## config.mk

```make
export PLATFORM = sky130hd
export DESIGN_NAME = param_updown_counter
export DESIGN_NICKNAME = d
export VERILOG_FILES = /design/src/rtl/param_updown_counter.sv
export SDC_FILE = /design/constraint.sdc
export NUM_CORES = 1
export LEC_CHECK = 0
export ABC_AREA = 0
export CORE_MARGIN = 3
export CORE_UTILIZATION = 50
export DETAILED_ROUTE_END_ITERATION = 16
export PLACE_DENSITY = 0.94
export SLEW_MARGIN = 20
export SYNTH_ARGS = -nofsm -noshare
export SYNTH_HDL_FRONTEND = slang
export SYNTH_SLANG_ARGS = --single-unit
```

## constraint.sdc

```tcl
create_clock -name clk -period 4 [get_ports clk]
set_input_delay 1.2 -clock clk [delete_from_list [all_inputs] [get_ports clk]]
set_output_delay 1.2 -clock clk [all_outputs]
set_load 0.01 [all_outputs]
```

## src/rtl/param_updown_counter.sv

```systemverilog
// Parameterised up/down counter with a programmable modulus, wrap or
// saturate at the limits, a parallel load, a registered terminal-count
// pulse and sticky overflow/underflow flags.
//
// Update priority on every rising clk edge: rst > load > en > hold.
// The legal count range is 0..modulus inclusive. A count above modulus
// (for example after modulus is lowered on the fly) snaps to modulus on
// the next enabled step. That snap is a range correction, not a boundary
// event, so it raises no flag and no tc.

module param_updown_counter #(
  parameter int WIDTH   = 4,
  parameter int RST_VAL = 0
) (
  input  logic             clk,
  input  logic             rst,
  input  logic             en,
  input  logic             updo,
  input  logic             load,
  input  logic [WIDTH-1:0] load_val,
  input  logic [WIDTH-1:0] modulus,
  input  logic             sat_mode,
  input  logic             clr_flags,
  output logic [WIDTH-1:0] count,
  output logic             tc,
  output logic             ovf,
  output logic             udf
);

  localparam logic [WIDTH-1:0] CNT_RST  = WIDTH'(RST_VAL);
  localparam logic [WIDTH-1:0] CNT_ZERO = '0;
  localparam logic [WIDTH-1:0] CNT_ONE  = WIDTH'(1);

  logic             out_of_range;
  logic             at_top;
  logic             at_bottom;
  logic             up_event;
  logic             down_event;
  logic [WIDTH-1:0] load_clamped;
  logic [WIDTH-1:0] cnt_inc;
  logic [WIDTH-1:0] cnt_dec;
  logic [WIDTH-1:0] up_next;
  logic [WIDTH-1:0] down_next;
  logic [WIDTH-1:0] count_nxt;
  logic             tc_nxt;
  logic             ovf_nxt;
  logic             udf_nxt;

  // Position of the current count relative to the live modulus.
  always_comb begin
    out_of_range = (count > modulus);
    at_top       = (count == modulus);
    at_bottom    = (count == CNT_ZERO);
  end

  // Boundary events. With modulus 0 the count sits at both limits, so
  // every enabled step is an event in whichever direction is selected.
  always_comb begin
    up_event   = en && !load && updo  && !out_of_range && at_top;
    down_event = en && !load && !updo && !out_of_range && at_bottom;
  end

  // Candidate values for each kind of step. The step sums stay WIDTH bits
  // wide, and the boundary cases never use the wrapped sum.
  always_comb begin
    load_clamped = (load_val > modulus) ? modulus : load_val;
    cnt_inc      = count + CNT_ONE;
    cnt_dec      = count - CNT_ONE;
    up_next      = at_top    ? (sat_mode ? modulus : CNT_ZERO) : cnt_inc;
    down_next    = at_bottom ? (sat_mode ? CNT_ZERO : modulus) : cnt_dec;
  end

  // Next count, following the load > enable > hold priority.
  always_comb begin
    count_nxt = count;
    if (load) begin
      count_nxt = load_clamped;
    end else if (en) begin
      if (out_of_range) begin
        count_nxt = modulus;
      end else if (updo) begin
        count_nxt = up_next;
      end else begin
        count_nxt = down_next;
      end
    end
  end

  // Flag and pulse next state. A new event wins over a simultaneous clear,
  // so the clear is applied first and the event may set the flag again.
  always_comb begin
    tc_nxt  = up_event || down_event;
    ovf_nxt = ovf;
    udf_nxt = udf;
    if (clr_flags) begin
      ovf_nxt = 1'b0;
      udf_nxt = 1'b0;
    end
    if (up_event) begin
      ovf_nxt = 1'b1;
    end
    if (down_event) begin
      udf_nxt = 1'b1;
    end
  end

  // Single register stage. Reset is synchronous and overrides everything,
  // which also drops any boundary event that was pending on this edge.
  always_ff @(posedge clk) begin
    if (rst) begin
      count <= CNT_RST;
      tc    <= 1'b0;
      ovf   <= 1'b0;
      udf   <= 1'b0;
    end else begin
      count <= count_nxt;
      tc    <= tc_nxt;
      ovf   <= ovf_nxt;
      udf   <= udf_nxt;
    end
  end

endmodule

```

==> flow_summary.html <==
<table>
<tr><th>Metric</th><th>Value</th></tr>
<tr><th colspan="2">CTS</th></tr>
<tr><td>Clock insertion delay at the later pin of the skew report</td><td>250 ps</td></tr>
<tr><td>Clock buffer count from CTS</td><td>3</td></tr>
<tr><td>Post-cts resize count</td><td>0</td></tr>
<tr><td>CTS H-tree depth</td><td>1</td></tr>
<tr><td>Cell at the root of the clock tree</td><td>sky130_fd_sc_hd__clkbuf_4</td></tr>
<tr><td>Number of sinks on the clock net</td><td>7</td></tr>
<tr><td>Clock transition at the register clock pins on the worst setup and hold paths after CTS</td><td>50 ps</td></tr>
<tr><td>Postcts setup bufs</td><td>0</td></tr>
<tr><td>Hold buffer count at CTS</td><td>0</td></tr>
<tr><td>Clock tree from TritonCTS</td><td>yes</td></tr>
<tr><td>Maximum root-to-sink buffer count</td><td>2</td></tr>
<tr><th colspan="2">Floorplan</th></tr>
<tr><td>Effective utilization at floorplan</td><td>57.1%</td></tr>
<tr><td>Die extent in x</td><td>46.0 um</td></tr>
<tr><td>Site row count</td><td>13</td></tr>
<tr><td>I/O pins</td><td>22</td></tr>
<tr><td>Placeable Area</td><td>1400 um2</td></tr>
<tr><td>Die height</td><td>46.0 um</td></tr>
<tr><td>Die outline area</td><td>2110 um2</td></tr>
<tr><th colspan="2">Synth</th></tr>
<tr><td>Netlist cell types</td><td>39</td></tr>
<tr><td>Cell area after technology mapping</td><td>798 um2</td></tr>
<tr><td>Asr flop ratio synth</td><td>0%</td></tr>
<tr><td>Cell count after synthesis</td><td>103</td></tr>
<tr><td>Flops &amp; latches, synth</td><td>7</td></tr>
<tr><td>Post-Synthesis Net Count</td><td>128</td></tr>
<tr><td>Number of enable-type register cells in the synthesized netlist</td><td>0</td></tr>
<tr><td>Synthesized area per cell</td><td>7.75 um2</td></tr>
<tr><td>Warnings from Yosys</td><td>0</td></tr>
<tr><td>Portion of the post-synthesis area used by sequential elements</td><td>17.6%</td></tr>
<tr><td>Top flip-flop cell by instance count after synthesis</td><td>sky130_fd_sc_hd__dfxtp_1</td></tr>
<tr><th colspan="2">Timing</th></tr>
<tr><td>Slew at the pin closest to its max-slew limit</td><td>698 ps</td></tr>
<tr><td>Setup TNS</td><td>0 ps</td></tr>
<tr><td>Fin crit period</td><td>3400 ps</td></tr>
<tr><td>Final Cycle Share</td><td>85.1%</td></tr>
<tr><td>Final Hold Viols</td><td>0</td></tr>
<tr><td>Final Setup Violations</td><td>0</td></tr>
<tr><td>Max Transition Viols Final</td><td>0</td></tr>
<tr><td>Fmax</td><td>294 MHz</td></tr>
<tr><td>Unrepaired setup endpoints after global routing</td><td>no</td></tr>
<tr><td>Setup skew after layout</td><td>1.27 ps</td></tr>
<tr><td>Normalized max-slew margin</td><td>52.8%</td></tr>
<tr><th colspan="2">Setup path</th></tr>
<tr><td>Critical Path AT</td><td>3530 ps</td></tr>
<tr><td>Start point of the critical path</td><td>modulus[2]</td></tr>
<tr><td>Largest fanout on the critical path</td><td>5</td></tr>
<tr><td>Setup CP Type</td><td>in2reg</td></tr>
<tr><td>Startpoint types</td><td>input port</td></tr>
<tr><td>Critical path's largest stage delay</td><td>550 ps</td></tr>
<tr><td>CP most frequent cell</td><td>sky130_fd_sc_hd__a221o_1</td></tr>
<tr><td>Buffers plus inverters on the worst setup path</td><td>2</td></tr>
<tr><td>Family with the most delay on the worst path</td><td>compound AO/OA/AOI/OAI gates</td></tr>
<tr><td>Slowest cell on the critical path</td><td>sky130_fd_sc_hd__clkdlybuf4s50_1</td></tr>
<tr><td>Nature of the critical path endpoint</td><td>flip-flop</td></tr>
<tr><td>Critical path cell sequence</td><td>clkdlybuf4s50_1 -&gt; inv_1 -&gt; ha_1 -&gt; o21a_1 -&gt; o21ai_0 -&gt; nor2_1 -&gt; a221o_1 -&gt; a221o_1</td></tr>
<tr><td>Crit Reg-Reg Startpoint</td><td>count[0]</td></tr>
<tr><td>Worst EP required</td><td>4130 ps</td></tr>
<tr><th colspan="2">Global route</th></tr>
<tr><td>Maximum number of pins on one net before global-route repair</td><td>13</td></tr>
<tr><td>Vias in the first global route</td><td>839</td></tr>
<tr><td>First-pass GRT wire length</td><td>3770 um</td></tr>
<tr><td>Antenna violations before repair</td><td>0</td></tr>
<tr><td>Global routing usage summed across all routing layers</td><td>24.0%</td></tr>
<tr><td>Remaining global-route overflow</td><td>0</td></tr>
<tr><th colspan="2">Cells and area</th></tr>
<tr><td>Proportion of layout cells with a drive suffix above 1</td><td>7.26%</td></tr>
<tr><td>Area of combinational cells with multiple inputs</td><td>603 um2</td></tr>
<tr><td>Number of nets in the layout</td><td>150</td></tr>
<tr><td>Register Area</td><td>140 um2</td></tr>
<tr><td>Area growth, synth to finish</td><td>28.8%</td></tr>
<tr><td>Antenna Diode Count</td><td>0</td></tr>
<tr><td>Util after Layout</td><td>73.5%</td></tr>
<tr><td>Number of filler instances in the final layout</td><td>103</td></tr>
<tr><th colspan="2">Routing</th></tr>
<tr><td>Via-per-instance ratio</td><td>6.78</td></tr>
<tr><td>DRC errors left</td><td>0</td></tr>
<tr><td>Total wire length after detailed routing</td><td>2280 um</td></tr>
<tr><td>Drt first-iter violations</td><td>42</td></tr>
<tr><td>Routed via count</td><td>942</td></tr>
<tr><td>Routed WL per cell</td><td>16.4 um</td></tr>
<tr><td>Detailed-routing iteration count for the pre-antenna-repair pass</td><td>4</td></tr>
<tr><td>Post-detailed-route count of antenna-violating nets</td><td>0</td></tr>
<tr><th colspan="2">Placed design</th></tr>
<tr><td>Buffers on Ports</td><td>21</td></tr>
<tr><td>GP Congestion</td><td>0.873</td></tr>
<tr><td>Half-perimeter wire length after detailed placement</td><td>1800 um</td></tr>
<tr><th colspan="2">Pwr</th></tr>
<tr><td>Pwr dens</td><td>295 nW/um2</td></tr>
<tr><td>Highest ir drop seen on vdd</td><td>0.184 mV</td></tr>
<tr><td>Leak pwr</td><td>0.413 nW</td></tr>
<tr><th colspan="2">Outcome</th></tr>
<tr><td>Result of the run</td><td>complete, no violations</td></tr>
<tr><th colspan="2">Worst hold path</th></tr>
<tr><td>Class of the worst hold path</td><td>reg2reg</td></tr>
<tr><td>Hold_sp</td><td>udf</td></tr>
<tr><th colspan="2">Job</th></tr>
<tr><td>Number of max-capacitance violations reported</td><td>0</td></tr>
</table>
[metal layers]
metal	vias up	part of all wire [%]	GRT usage [%]
met1	431	41	34.8
met3	6	12	5.14
met2	73	46	36.5
li1	432	-	-
met4	0	1.2	3.98
met5	-	0	0
[flip-flops by register name (all words and copies together), names as in the netlist]
name and flops:
tc 1, udf 1, count 4, ovf 1
[placed cells by master, fill, tap and decap left out, drive strengths merged, types with 2 or more instances in the layout]
cell	count
clkdlybuf4s50	21
nor2	11
ha	10
inv	8
dfxtp	7
nor2b	6
nand2	5
nor3	4
nand4	4
o21ai	4
a221o	4
clkbuf	4
o21a	3
nand3	3
a211oi	2
a31oi	2
nand2b	2
a21oi	2
mux2	2
o211ai	2
a32oi	2
and3	2
[worst min-delay path: stages (launching register included)]
cell	delay, ps
sky130_fd_sc_hd__dfxtp_1	330
sky130_fd_sc_hd__a32oi_1	60
sky130_fd_sc_hd__nor2_1	90
[worst paths after layout]
kind / to / slack [ps] / cells after the start
worst min-delay path: udf / 520 / 2
worst max-delay path: count[1] / 600 / 8
worst max register to register: count[1] / 1630 / 7
worst min register to register: udf / 520 / 2
[through the flow]
step / std cells / hold slack [ps] / instance area [um2] / worst slack [ps] / power (mW)
final: 139 / 521 / 1030 / 596 / 0.303
after global routing: 139 / 541 / 1030 / 511 / 0.324
after CTS: 139 / 509 / 1030 / 621 / 0.301
after detailed placement: 135 / 498 / 1000 / 351 / 0.237
after global placement: 135 / 484 / 1000 / 460 / 0.232
after floorplan: 103 / 519 / 798 / 1110 / 0.185
[cells by family after synthesis]
family	after synthesis	synth area share (%)
AOI/OAI and AO/OA	28	26.5
muxes	2	2.82
adders and majority gates	10	15.7
DFF	7	17.6
buffers and inverters	12	6.89
xor gates and xnor gates	2	2.19
and+or+nand+nor	42	28.4
[report_power, final]
| group | internal, mW | switching [mW] |
|---|---|---|
| logic | 0.0735 | 0.0737 |
| clock network | 0.0380 | 0.0248 |
| registers | 0.0767 | 0.0167 |
[synthesized netlist by cell type (2+ instances only)]
master                     instances  area [um2]
sky130_fd_sc_hd__nor2_1           11        41.3
sky130_fd_sc_hd__ha_1             10         125
sky130_fd_sc_hd__inv_1             8        30.0
sky130_fd_sc_hd__dfxtp_1           7         140
sky130_fd_sc_hd__nor2b_1           6        37.5
sky130_fd_sc_hd__nand2_1           5        18.8
sky130_fd_sc_hd__a221o_1           4        40.0
sky130_fd_sc_hd__nand4_1           4        25.0
sky130_fd_sc_hd__nor3_1            4        20.0
sky130_fd_sc_hd__o21ai_0           4        20.0
sky130_fd_sc_hd__nand3_1           3        15.0
sky130_fd_sc_hd__o21a_1            3        22.5
sky130_fd_sc_hd__a211oi_1          2        15.0
sky130_fd_sc_hd__a21oi_1           2        10.0
sky130_fd_sc_hd__a31oi_1           2        12.5
sky130_fd_sc_hd__a32oi_1           2        17.5
sky130_fd_sc_hd__mux2_2            2        22.5
sky130_fd_sc_hd__nand2b_1          2        12.5
sky130_fd_sc_hd__o211ai_1          2        15.0
[area by class of cell]
| class | instances | share of cell area [%] |
|---|---|---|
| Inverter | 8 | 2.92 |
| Tap cell | 15 | 1.82 |
| Timing Repair Buffer | 21 | 20.4 |
| Multi-Input combinational cell | 84 | 58.6 |
| Clock buffer | 4 | 2.55 |
| Sequential cell | 7 | 13.6 |
(Power assumes the default switching activity.)
